[src/rtl/axis_sample_packetizer_if.sv]
// AXI-Stream output bundle of the sample packetizer.
//   tdata  : sample payload
//   tvalid : beat valid
//   tready : sink ready
//   tlast  : final beat of a packet
// The packetizer drives this through the master modport and the sink uses the slave modport.
interface axis_sample_packetizer_if #(
  parameter int DATA_WIDTH = 32
);
  logic [DATA_WIDTH-1:0] tdata;
  logic                  tvalid;
  logic                  tready;
  logic                  tlast;

  modport master (output tdata, output tvalid, output tlast, input tready);
  modport slave  (input tdata, input tvalid, input tlast, output tready);
endinterface

[src/rtl/axis_sample_packetizer.sv]
// Packetizer that sits after the moving-average decimator.
// It takes valid-only samples, which never see backpressure. Each sample is arithmetically
// right-shifted by a per-packet amount and buffered in a first-word-fall-through FIFO.
// The FIFO output is sent as fixed-length AXI-Stream packets. If the FIFO is full, the
// incoming sample is dropped and a sticky flag is raised.
// Ports:
//   clk, rst               : clock and synchronous active-high reset
//   enable                 : start/stop request; takes effect only at packet boundaries
//   pkt_len, shift         : packet length (0 means 1) and shift amount; latched at packet start
//   in_data_valid, in_data : sample strobe and signed sample from the decimator
//   m_axis                 : AXI-Stream master (tdata, tvalid, tready, tlast)
//   overflow               : sticky drop flag
//   clear_overflow         : clears the flag; a drop in the same cycle keeps it set
//   fifo_level             : FIFO occupancy
//   pkt_count              : packets completed on the output; wraps
module axis_sample_packetizer #(
  parameter int DATA_WIDTH      = 32,
  parameter int FIFO_DEPTH_LOG2 = 4,
  parameter int PKT_LEN_WIDTH   = 16
) (
  input  logic                       clk,
  input  logic                       rst,
  input  logic                       enable,
  input  logic [PKT_LEN_WIDTH-1:0]   pkt_len,
  input  logic [4:0]                 shift,
  input  logic                       in_data_valid,
  input  logic [DATA_WIDTH-1:0]      in_data,
  axis_sample_packetizer_if.master   m_axis,
  output logic                       overflow,
  input  logic                       clear_overflow,
  output logic [FIFO_DEPTH_LOG2:0]   fifo_level,
  output logic [31:0]                pkt_count
);

  localparam int DEPTH = 1 << FIFO_DEPTH_LOG2;

  typedef enum logic {IDLE, STREAM} state_e;

  state_e                      state_q, state_d;
  logic [PKT_LEN_WIDTH-1:0]    wr_cnt_q, wr_cnt_d;
  logic [PKT_LEN_WIDTH-1:0]    len_q, len_d;
  logic [4:0]                  shift_q, shift_d;
  logic [FIFO_DEPTH_LOG2-1:0]  wr_ptr_q, wr_ptr_d;
  logic [FIFO_DEPTH_LOG2-1:0]  rd_ptr_q, rd_ptr_d;
  logic [FIFO_DEPTH_LOG2:0]    level_q, level_d;
  logic                        tvalid_q, tvalid_d;
  logic                        overflow_q, overflow_d;
  logic [31:0]                 pkt_count_q, pkt_count_d;

  // Each entry holds {tlast, shifted sample}.
  logic [DATA_WIDTH:0]         mem [DEPTH];
  logic [DATA_WIDTH:0]         head;
  logic                        mem_we;
  logic [DATA_WIDTH:0]         mem_wdata;

  logic                        pop;
  logic                        push;
  logic                        drop;
  logic                        tlast_bit;
  logic [PKT_LEN_WIDTH-1:0]    len_eff;
  logic [4:0]                  shift_eff;
  logic signed [DATA_WIDTH-1:0] shifted;

  assign head = mem[rd_ptr_q];

  // NOTE: every always_comb output gets a default first, so no path can leave one unassigned and infer a latch.
  always_comb begin
    state_d     = state_q;
    wr_cnt_d    = wr_cnt_q;
    len_d       = len_q;
    shift_d     = shift_q;
    wr_ptr_d    = wr_ptr_q;
    rd_ptr_d    = rd_ptr_q;
    level_d     = level_q;
    overflow_d  = overflow_q;
    pkt_count_d = pkt_count_q;
    push        = 1'b0;
    drop        = 1'b0;
    mem_we      = 1'b0;

    pop = tvalid_q & m_axis.tready;

    // The first write attempt of a packet uses the live settings. Those same values are latched for the rest of the packet.
    if (wr_cnt_q == '0) begin
      len_eff   = (pkt_len == '0) ? PKT_LEN_WIDTH'(1) : pkt_len;
      shift_eff = shift;
    end else begin
      len_eff   = len_q;
      shift_eff = shift_q;
    end

    tlast_bit = (wr_cnt_q == len_eff - PKT_LEN_WIDTH'(1));
    shifted   = $signed(in_data) >>> shift_eff;
    mem_wdata = {tlast_bit, shifted};

    unique case (state_q)
      IDLE: begin
        if (enable) state_d = STREAM;
      end
      STREAM: begin
        if (in_data_valid) begin
          len_d   = len_eff;
          shift_d = shift_eff;
          // The MSB of level is set only when the FIFO is full. A pop in the same cycle frees a slot.
          if (!level_q[FIFO_DEPTH_LOG2] || pop) begin
            push     = 1'b1;
            mem_we   = 1'b1;
            wr_ptr_d = wr_ptr_q + FIFO_DEPTH_LOG2'(1);
            wr_cnt_d = tlast_bit ? '0 : wr_cnt_q + PKT_LEN_WIDTH'(1);
          end else begin
            drop = 1'b1;
          end
        end
        // Stop on the same edge that closes the packet, so a sample in the following cycle is not taken as the start of a new packet.
        if (!enable && (wr_cnt_d == '0)) state_d = IDLE;
      end
      default: state_d = IDLE;
    endcase

    if (pop) begin
      rd_ptr_d = rd_ptr_q + FIFO_DEPTH_LOG2'(1);
      if (head[DATA_WIDTH]) pkt_count_d = pkt_count_q + 32'd1;
    end

    if (push && !pop)      level_d = level_q + (FIFO_DEPTH_LOG2+1)'(1);
    else if (pop && !push) level_d = level_q - (FIFO_DEPTH_LOG2+1)'(1);

    if (clear_overflow) overflow_d = 1'b0;
    if (drop)           overflow_d = 1'b1;

    tvalid_d = (level_d != '0);
  end

  // NOTE: all sequential state uses non-blocking assignments, so every flop samples the pre-edge values.
  always_ff @(posedge clk) begin
    if (rst) begin
      state_q     <= IDLE;
      wr_cnt_q    <= '0;
      len_q       <= PKT_LEN_WIDTH'(1);
      shift_q     <= '0;
      wr_ptr_q    <= '0;
      rd_ptr_q    <= '0;
      level_q     <= '0;
      tvalid_q    <= 1'b0;
      overflow_q  <= 1'b0;
      pkt_count_q <= '0;
    end else begin
      state_q     <= state_d;
      wr_cnt_q    <= wr_cnt_d;
      len_q       <= len_d;
      shift_q     <= shift_d;
      wr_ptr_q    <= wr_ptr_d;
      rd_ptr_q    <= rd_ptr_d;
      level_q     <= level_d;
      tvalid_q    <= tvalid_d;
      overflow_q  <= overflow_d;
      pkt_count_q <= pkt_count_d;
    end
  end

  // NOTE: the storage array is not reset. The pointers and level define which entries are valid, and the output is masked while empty.
  always_ff @(posedge clk) begin
    if (mem_we) mem[wr_ptr_q] <= mem_wdata;
  end

  assign m_axis.tvalid = tvalid_q;
  assign m_axis.tdata  = tvalid_q ? head[DATA_WIDTH-1:0] : '0;
  assign m_axis.tlast  = tvalid_q & head[DATA_WIDTH];
  assign overflow      = overflow_q;
  assign fifo_level    = level_q;
  assign pkt_count     = pkt_count_q;

endmodule

[src/flat_wrapper.sv]
// flat-port wrapper written by rule: the top's interface ports become plain ports
module axis_sample_packetizer_flat 
#(
  parameter int DATA_WIDTH      = 32,
  parameter int FIFO_DEPTH_LOG2 = 4,
  parameter int PKT_LEN_WIDTH   = 16
)
  (clk, rst, enable, pkt_len, shift, in_data_valid, in_data, overflow, clear_overflow, fifo_level, pkt_count, m_axis_tdata, m_axis_tvalid, m_axis_tlast, m_axis_tready);
  axis_sample_packetizer_if #(.DATA_WIDTH(DATA_WIDTH)) m_axis_i ();
  input  logic clk;
  input  logic rst;
  input  logic enable;
  input  logic [PKT_LEN_WIDTH-1:0] pkt_len;
  input  logic [4:0] shift;
  input  logic in_data_valid;
  input  logic [DATA_WIDTH-1:0] in_data;
  output logic overflow;
  input  logic clear_overflow;
  output logic [FIFO_DEPTH_LOG2:0] fifo_level;
  output logic [31:0] pkt_count;
  output wire logic [$bits(m_axis_i.tdata)-1:0] m_axis_tdata;
  output wire logic [$bits(m_axis_i.tvalid)-1:0] m_axis_tvalid;
  output wire logic [$bits(m_axis_i.tlast)-1:0] m_axis_tlast;
  input wire logic [$bits(m_axis_i.tready)-1:0] m_axis_tready;
  assign m_axis_tdata = m_axis_i.tdata;
  assign m_axis_tvalid = m_axis_i.tvalid;
  assign m_axis_tlast = m_axis_i.tlast;
  assign m_axis_i.tready = m_axis_tready;
  axis_sample_packetizer #(.DATA_WIDTH(DATA_WIDTH), .FIFO_DEPTH_LOG2(FIFO_DEPTH_LOG2), .PKT_LEN_WIDTH(PKT_LEN_WIDTH)) u_core (.clk(clk), .rst(rst), .enable(enable), .pkt_len(pkt_len), .shift(shift), .in_data_valid(in_data_valid), .in_data(in_data), .m_axis(m_axis_i), .overflow(overflow), .clear_overflow(clear_overflow), .fifo_level(fifo_level), .pkt_count(pkt_count));
endmodule
[config.mk]
export PLATFORM = sky130hd
export DESIGN_NAME = axis_sample_packetizer_flat
export DESIGN_NICKNAME = d
export VERILOG_FILES = /design/src/rtl/axis_sample_packetizer_if.sv /design/src/rtl/axis_sample_packetizer.sv /design/src/flat_wrapper.sv
export SDC_FILE = /design/constraint.sdc
export NUM_CORES = 1
export LEC_CHECK = 0
export CORE_ASPECT_RATIO = 1.1
export CORE_MARGIN = 2
export CORE_UTILIZATION = 60
export CTS_CLUSTER_SIZE = 30
export DETAILED_ROUTE_END_ITERATION = 8
export PLACE_DENSITY = 0.79
export REMOVE_ABC_BUFFERS = 1
export SLEW_MARGIN = 0
export SYNTH_ARGS = -nofsm -noshare
export SYNTH_HDL_FRONTEND = slang
export SYNTH_SLANG_ARGS = --single-unit
[constraint.sdc]
create_clock -name clk -period 5.64 [get_ports clk]
set_input_delay 0.564 -clock clk [delete_from_list [all_inputs] [get_ports clk]]
set_output_delay 0.564 -clock clk [all_outputs]
set_load 0.01 [all_outputs]
=== Word level (Yosys, flattened, before mapping) ===
Memory sizes are Yosys's and may differ from the RTL's. A register that Yosys moved wholly into a read port is not among the register bits.
Index checks and enable logic that the tools add are counted.

* $add $sub $neg: 7
* Equality and inequality tests: 1
* Shift operators: 1
* Muxes and demuxes: 25
* Bitwise operators: 3
* Reductions and logical operators: 16

{| class="wikitable"
|+ Operator list
! kind !! number
|-
| 16-bit two-way mux || 6
|-
| 16-bit zero test || 3
|-
| 32-bit by 1-bit adder with 32-bit output, second input constant || 1
|-
| 32-bit two-way mux || 1
|-
| 32-bit by 5-bit >>> shifter with 32-bit output || 1
|-
| 16-bit by 1-bit adder with 16-bit output, second input constant || 1
|-
| 16-bit equality test || 1
|-
| 16-bit by 1-bit subtractor with 16-bit output, second input constant || 1
|-
| 5-bit two-way mux || 3
|-
| 1-bit two-way mux || 12
|-
| 4-bit by 1-bit adder with 4-bit output, second input constant || 2
|-
| 4-bit two-way mux || 2
|-
| 5-bit by 1-bit adder with 5-bit output, second input constant || 1
|-
| 5-bit nonzero test || 1
|-
| 5-bit by 1-bit subtractor with 5-bit output, second input constant || 1
|-
| 1-bit zero test || 4
|-
| 2-bit AND reduction || 2
|-
| 1-bit logical AND || 3
|-
| 3-bit AND reduction || 1
|-
| 1-bit AND || 2
|-
| 1-bit case mux with 2 select lines || 1
|-
| 2-bit nonzero test || 1
|-
| 1-bit logical OR || 1
|-
| 1-bit NOT || 1
|}

* Register bits: 85
* Memory bits (writable): 528
* Output and inout bits: 72
* Memories kept: 1

{| class="wikitable"
|+ Memory list
! memory !! depth !! bits a word !! read ports !! clocked after memory_dff !! wr ports !! RTL line !! RTL
|-
| u_core.mem || 16 || 33 || 1 || 1 || 1 || axis_sample_packetizer.sv:51 || <nowiki>logic [DATA_WIDTH:0] mem [DEPTH];</nowiki>
|}

=== Depth between registers and ports, before layout ===
Gate-level depths: netlist of run 1.

* Word-level depth: 13
* Gate-level depth with buffers: 18

=== Worst setup path before layout of run 1 ===
Ideal clock, no wire load.

* Kind: register to register
* From: reg u_core.wr_cnt_q[0]
* To: mem u_core.mem[0][32] (netlist bit), data pin
* Arrival: 4.429 ns
* Data required time: 5.441 ns
* Slack: 1.013 ns
* Cell stages (with the launch flop): 18
* Buffers on the path: 3
* Clock period less this slack: 4.627 ns
* Cell sequence: dfxtp_1 > inv_1 > ha_1 > nor4b_1 > and4_1 > buf_4 > buf_4 > mux2i_1 > ha_1 > or4b_2 > clkbuf_1 > nor2_1 > xnor2_1 > mux2i_1 > a2111o_1 > nor4_4 > nand4_1 > inv_1

* Cells in the longest elaborated chain, start to end: 4

{| class="wikitable"
|+ Ends and longest elaborated chain
! item !! RTL line !! RTL
|-
| from (decl) || axis_sample_packetizer.sv:40 || <nowiki>logic [PKT_LEN_WIDTH-1:0] wr_cnt_q, wr_cnt_d;</nowiki>
|-
| from (signal assigned) || axis_sample_packetizer.sv:149 || <nowiki>wr_cnt_q <= wr_cnt_d;</nowiki>
|-
| 16-bit zero test || axis_sample_packetizer.sv:84 || <nowiki>if (wr_cnt_q == '0) begin</nowiki>
|-
| 16-bit two-way mux || axis_sample_packetizer.sv:84 ||
|-
| 16-bit by 1-bit subtractor with 16-bit output || axis_sample_packetizer.sv:92 || <nowiki>tlast_bit = (wr_cnt_q == len_eff - PKT_LEN_WIDTH'(1));</nowiki>
|-
| 16-bit equality test (*) || axis_sample_packetizer.sv:92 ||
|-
| named net u_core.tlast_bit || axis_sample_packetizer.sv:59 || <nowiki>logic tlast_bit;</nowiki>
|-
| to (decl) || axis_sample_packetizer.sv:51 ||
|}

Mark *: on every way through the listed nets, which the timed path passes. The rest lies on a longest branch.

=== Worst setup path in the final report of run 1 ===
* From: reg u_core.wr_cnt_q[0]
* To: mem u_core.mem[9][32] (netlist bit), data pin

Same word-level chain as after synthesis.

==> results.md, run 1 <==
* Multi-input gate area at 8841 µm²
* Clk_skew at 0.02291 ns
* Max-Cap Viols at 0
* Via density per instance at 6.465
* Largest family of logic cells by synthesized area: multiplexers
* Synth Area in XOR/XNOR at 0.02288
* Largest delay share family, worst path: simple AND/OR/NAND/NOR gates
* Vias at 15892
* Unrepaired setup endpoints after global routing: false
* Final setup violation count at 0
* Routed WL at 66.44 mm
* Post-synth top flop: edfxtp_1
* Measured slew at the worst slew-check pin at 1.261 ns
* Slowest CP cell: or4b_2
* Setup tns final at 0 ns
* CTS tree: done
* CP endpoint kind: flop
* Overall Power at 11.73 mW
* Die ar. at 46360 µm²
* Reg2Reg Capture Point: u_core.mem[9][32]$_DFFE_PP_
* Max Fclk at 0.1926 GHz
* Status: complete, no violations
* Ant. Diodes at 0
* Crit start category: flop
* WHS at 0.4828 ns
* Crit Path Class: reg -> reg
* Post-synth top cells: 528 x edfxtp_1, 164 x mux4_2, 109 x nor2_1
* Filler instances at 2752
* Synth Register Bits at 617
* Seq. cell area at 17650 µm²
* Row Count at 81
* Leak Pwr at 10.16 nW
* Die width at 205.5 µm
* Final Hold Vio Count at 0
* CP endpoint: u_core.mem[9][32]$_DFFE_PP_
* Max FO, Critical Path at 16
* Hpwl dp at 40.05 mm
* Path depth of the worst reg2reg path at 15
* DR pass1 iterations at 5
* Crit-path max cell delay at 0.72 ns
* Fin crit period at 5.193 ns
* Gr ovfl total at 0
* Fin crit share at 0.9207
* Clk_lat worst skew at 0.62 ns
* Max Slew Vio Count at 0
* CTS H-tree lvls at 2
* Cell area after synthesis at 26790 µm²
* Core Util, Final at 0.7064
* Share of layout cells above drive strength 1 at 0.2072
* Synth Area in Compound Gates at 0.03582
* Routability cong. at 0.9464
* Antenna violations before repair at 2
* Post-synth ARST share at 0
* Total Routing Usage GR at 0.2922
* WP data arrival at 5.63 ns
* Post-CTS setup buffer count at 0
* DRT antenna net count at 0
* Rel. slew slack at 0.1555
* Synth area leaders: edfxtp_1 59%, mux4_2 14%, dfxtp_1 6.7%
* Reg-to-Reg Start: u_core.wr_cnt_q[0]$_SDFFE_PP0P_
* Yosys cell types at 60
* Hold crit path type: reg -> reg
* Root Driver: clkbuf_16
* Top cell type by total area after synthesis: edfxtp_1
* Core Region at 44290 µm²
* Layout area overhead at 16.78%
* Internal reg-to-reg setup slack at 0.45 ns
* Die Ht at 225.6 µm
* Simple-gate share of the synthesized area at 0.07659
* Syn. warnings at 0
* CP Launch Point: u_core.wr_cnt_q[0]$_SDFFE_PP0P_
* Wire per inst at 27.03 µm
* Mux share of post-synthesis cell area at 0.1834
* Max VDD drop at 0.0002587 V
* Clock Pin Slew Worst Setup and Hold Paths at 0.07 ns
* First-pass GRT wire length at 98.27 mm
* Port Buf Inserts at 130
* Synth top area share at 0.5918
* Total Nets Final at 1897
* CTS Sinks at 617
* Initial Util at 0.6049
* Vias in the first global route at 15890
* Sequential area share after synthesis at 0.6583
* Largest net degree at the start of global routing at 56
* CP required at 6.08 ns
* Mean post-synth cell area at 16.09 µm²
* CP cell instances: inv_1 > ha_1 > nor4b_1 > nand4_1 > a211oi_1 > o21bai_1 > ha_1 > or4b_2 > nor2_1 > xnor2_1 > mux2i_1 > a2111o_1 > nor4_4 > nand4_1 > clkinvlp_4
* Hold-fix buffers at CTS at 0
* Most common cell in the netlist: edfxtp_1
* Synth Instances at 1665
* Post-Synth Adder-Cell Area at 0.005137
* Worst Path Buf+Inv at 2
* Worst path depth at 15
* 1st-iter DRT viols at 1503
* I/O pin count at 131
* Number of synthesized flops with an enable pin at 528
* CTS Buffer Depth at 3
* Num CTS Buffers at 58
* DRC at 0
* Power density over the cells at 375.0 nW/µm²
stage by stage:
step	instance area (µm²)	setup slack, ns	instances
after floorplan	26370	-2.248	1562
after global placement	29250	0.3836	2348
after detailed placement	29250	0.2827	2348
after CTS	31280	0.4096	2458
after global routing	31290	0.04463	2458
final	31290	0.4470	2458
placed cells by master (no fill, tap or decap), types with 16 or more instances in the layout:
cell type | netlist | routed
mux2_2 | 16 | 16
xor2_1 | 34 | 34
nand3_1 | 24 | 24
buf_4 | 5 | 66
nand4_1 | 16 | 16
edfxtp_1 | 528 | 528
clkbuf_16 | 0 | 60
clkdlybuf4s50_1 | 0 | 129
a21oi_1 | 48 | 48
xnor2_1 | 36 | 36
o21ai_0 | 44 | 44
nor4_1 | 20 | 20
mux4_2 | 164 | 164
dfxtp_1 | 89 | 84
nor2_1 | 109 | 97
and2_1 | 37 | 37
mux2i_1 | 104 | 99
nor3_1 | 25 | 21
nand2_1 | 107 | 107
final cells by class:
type                    count  share of cell area
well taps                 581             0.02324
clock inverters            42             0.01572
repair buffers            205             0.06303
inverters                  16            0.002040
multi-input cells         929              0.2826
flip-flops and latches    617              0.5641
clock buffers              68             0.04927
per-layer routing:
layer | track usage | vias up | part of all wire
li1 | - | 6872 | -
met1 | 0.4008 | 8095 | 0.39
met2 | 0.4826 | 773 | 0.50
met3 | 0.05310 | 148 | 0.081
met4 | 0.08772 | 4 | 0.030
met5 | 0 | - | 0.00036
worst min-delay path by stage:
stage,startpoint,cells past startpoint,slack (ns),endpoint
CTS,u_core.len_q[15]$_SDFFE_PP0P_,2,0.49,u_core.len_q[15]$_SDFFE_PP0P_
global placement,u_core.wr_cnt_q[0]$_SDFFE_PP0P_,2,0.48,u_core.wr_cnt_q[0]$_SDFFE_PP0P_
floorplan,u_core.len_q[15]$_SDFFE_PP0P_,2,0.44,u_core.len_q[15]$_SDFFE_PP0P_
finish,u_core.len_q[15]$_SDFFE_PP0P_,2,0.48,u_core.len_q[15]$_SDFFE_PP0P_
global route,u_core.len_q[15]$_SDFFE_PP0P_,2,0.50,u_core.len_q[15]$_SDFFE_PP0P_
detailed placement,u_core.len_q[15]$_SDFFE_PP0P_,2,0.48,u_core.len_q[15]$_SDFFE_PP0P_
sequential cells by signal (all words and copies together), names as in the netlist, named ones only:
register and flops:
u_core.fifo_level 5, u_core.wr_ptr_q 4, u_core.m_axis.tvalid 1, u_core.rd_ptr_q 4
u_core.overflow 1, u_core.wr_cnt_q 16, u_core.shift_q 5, u_core.mem 528
u_core.pkt_count 32, u_core.state_q 1, u_core.len_q 16
kinds of logic after synthesis:
group / count (synthesis)
DFF: 617
and+or+nand+nor: 408
muxes: 284
AOI/OAI and AO/OA: 156
buffers and inverters: 119
xor gates and xnor gates: 70
adders and majority gates: 11
where the power goes:
| part | internal, mW | switching (mW) | leakage [nW] |
|---|---|---|---|
| Clock | 2.35 | 1.73 | 0.961 |
| Sequential | 5.30 | 0.116 | 5.51 |
| Combinational | 1.05 | 1.19 | 3.69 |
worst reg2reg max path, delay by kind of cell (launching register included):
kind,cells,cell delay (ns)
muxes,1,0.10
adders and majority gates,2,0.50
DFF,1,0.34
and+or+nand+nor,6,2.38
buffers and inverters,2,0.53
AOI/OAI and AO/OA,3,1.01
xor gates and xnor gates,1,0.15
timing repair:
item / CTS / global route
endpoints found under the hold margin: 0 / 0
setup endpoints to repair: 0 / 16
resized for setup: 0 / 1
(Power assumes the default switching activity.)
==> run 2, diff against run 1 <==
--- a/config.mk
+++ b/config.mk
@@ -8,6 +8,7 @@
 export CORE_ASPECT_RATIO = 1.1
 export CORE_MARGIN = 2
 export CORE_UTILIZATION = 60
+export CTS_BUF_LIST = sky130_fd_sc_hd__clkbuf_8 sky130_fd_sc_hd__clkbuf_16
 export CTS_CLUSTER_SIZE = 30
 export DETAILED_ROUTE_END_ITERATION = 8
 export PLACE_DENSITY = 0.79
==> results.md, run 2 (synthesized netlist as in run 1, its figures left out) <==
* Status: complete, no violations
* Vias in the first global route at 15890
* Die ar. at 46360 µm²
* Port Buf Inserts at 130
* Gate power share at 0.191
* Post-route setup slack at 0.4575 ns
* Setup tns final at 0 ns
* Die width at 205.5 µm
* Measured slew at the worst slew-check pin at 1.240 ns
* Hold-fix buffers at CTS at 0
* Crit-path max cell delay at 0.72 ns
* CP cell instances: inv_1 > ha_1 > nor4b_1 > nand4_1 > a211oi_1 > o21bai_1 > ha_1 > or4b_2 > nor2_1 > xnor2_1 > mux2i_1 > a2111o_1 > nor4_4 > nand4_1 > clkinvlp_4
* DRC at 0
* Hold path start: u_core.len_q[15]$_SDFFE_PP0P_
* Slowest CP cell: or4b_2
* Total Nets Final at 1897
* Rel. slew slack at 0.1694
* CTS tree: done
* Largest register FFs at 528
* Layout area overhead at 16.78%
* Unrepaired setup endpoints after global routing: false
* Post_cts resized at 0
* Wire length on met2 at 33.14 mm
* Biggest register: u_core.mem
* Antenna violations before repair at 2
* Share of layout cells above drive strength 1 at 0.2072
* Sequential power share at 0.462
* WP data arrival at 5.62 ns
* Power density over the cells at 374.7 nW/µm²
* Initial Util at 0.6049
* Final setup violation count at 0
* I/O pin count at 131
* Hold crit path type: reg -> reg
* NetSw at 3.037 mW
* CP endpoint kind: flop
* Clk_lat worst skew at 0.62 ns
* Largest delay share family, worst path: simple AND/OR/NAND/NOR gates
* CTS H-tree lvls at 2
* Core Region at 44290 µm²
* CTS Sinks at 617
* Internal reg-to-reg setup slack at 0.46 ns
* CTS Buffer Depth at 3
* Worst hold stages at 2
* Overall Power at 11.72 mW
* Worst Path Buf+Inv at 2
* Post-CTS setup buffer count at 0
* First-pass GRT wire length at 98.27 mm
* Internal Pwr Total at 8.686 mW
* Clock Pin Slew Worst Setup and Hold Paths at 0.07 ns
* Max Slew Vio Count at 0
* Root Driver: clkbuf_16
* DR pass1 iterations at 5
* Row Count at 81
* Filler instances at 2752
* Max FO, Critical Path at 16
* Die Ht at 225.6 µm
* Final Hold Vio Count at 0
* Post-Route M1 WL at 25.96 mm
* DRT antenna net count at 0
* Gr ovfl total at 0
* 1st-iter DRT viols at 1492
* Max VDD drop at 0.0002586 V
* Largest net degree at the start of global routing at 56
* Crit Path Class: reg -> reg
* Clock Power Share at 0.347
* Pre-CTS WS at 0.2827 ns
* Max Fclk at 0.1930 GHz
* Hpwl dp at 40.05 mm
* Fin crit period at 5.183 ns
* Routed WL at 66.51 mm
* Worst path depth at 15
* Sw frac at 0.2591
* Path depth of the worst reg2reg path at 15
* Commonest non-fill, non-tap cell in the layout: edfxtp_1
* Hold Path End: u_core.len_q[15]$_SDFFE_PP0P_
* Clk_skew at 0.02308 ns
* Crit start category: flop
* Total Routing Usage GR at 0.2922
* Wire per inst at 27.06 µm
* Routability cong. at 0.9464
* Top Metal Used: met5
* Ant. Diodes at 0
* Num CTS Buffers at 58
* Routed wire length on met3 at 5.451 mm
* Via density per instance at 6.460
* Fin crit share at 0.9189
* Most frequent cells in the layout: 528 x edfxtp_1, 164 x mux4_2, 129 x clkdlybuf4s50_1
* Reg2Reg Capture Point: u_core.mem[9][32]$_DFFE_PP_
* Max-Cap Viols at 0
* CP required at 6.08 ns
* Core Util, Final at 0.7064
* Vias at 15879
* Leak Pwr at 10.19 nW
* Reg-to-Reg Start: u_core.wr_cnt_q[0]$_SDFFE_PP0P_
run 2: area by class of cell:
type / instances / area (µm²) / area share
multi-input cells: 929 / 8841 / 0.2826
well taps: 581 / 726.9 / 0.02324
flip-flops and latches: 617 / 17650 / 0.5641
clock buffers: 61 / 1515 / 0.04843
repair buffers: 205 / 1972 / 0.06303
inverters: 16 / 63.81 / 0.002040
clock inverters: 49 / 518.0 / 0.01656
run 2: worst min-delay path, stage by stage, from the launching register on:
cell and delay [ns]:
dfxtp_1 0.33, nand2_1 0.06, a21oi_1 0.05
run 2: per-layer routing:
metal / track usage / vias to the layer above
li1: - / 6871
met1: 0.4008 / 8103
met2: 0.4826 / 759
met3: 0.05310 / 142
met4: 0.08772 / 4
met5: 0 / -
run 2: worst max-delay path by stage:
stage / slack, ns / endpoint / startpoint
floorplan: -2.25 / u_core.pkt_count[18]$_SDFFE_PP0P_ / flop
global placement: 0.38 / u_core.mem[10][32]$_DFFE_PP_ / pkt_len[6]
detailed placement: 0.28 / u_core.mem[9][32]$_DFFE_PP_ / pkt_len[6]
CTS: 0.41 / u_core.mem[9][32]$_DFFE_PP_ / u_core.wr_cnt_q[0]$_SDFFE_PP0P_
global route: 0.04 / u_core.mem[9][32]$_DFFE_PP_ / u_core.wr_cnt_q[0]$_SDFFE_PP0P_
finish: 0.46 / u_core.mem[9][32]$_DFFE_PP_ / u_core.wr_cnt_q[0]$_SDFFE_PP0P_
run 2: power groups by stage:
stage                     registers [mW]  clock network (mW)  logic (mW)
after floorplan                     5.61                   0        1.39
after global placement              5.51                   0        2.17
after detailed placement            5.51                   0        2.22
after CTS                           5.42                4.12        2.25
after global routing                5.43                4.28        2.41
final                               5.41                4.07        2.24
run 2: stage by stage:
stage,hold slack (ns),cell area (µm²),instances
floorplan,0.4364,26370,1562
global placement,0.4765,29250,2348
detailed placement,0.4809,29250,2348
CTS,0.4906,31280,2458
global route,0.4985,31290,2458
finish,0.4828,31290,2458
==> run 3, diff against run 2 <==
--- a/config.mk
+++ b/config.mk
@@ -13,6 +13,7 @@
 export DETAILED_ROUTE_END_ITERATION = 8
 export PLACE_DENSITY = 0.79
 export REMOVE_ABC_BUFFERS = 1
+export SKIP_LAST_GASP = 1
 export SLEW_MARGIN = 0
 export SYNTH_ARGS = -nofsm -noshare
 export SYNTH_HDL_FRONTEND = slang
==> results of run 3 <==
No change in the layout: final DEF, timing and power equal those of run 2.
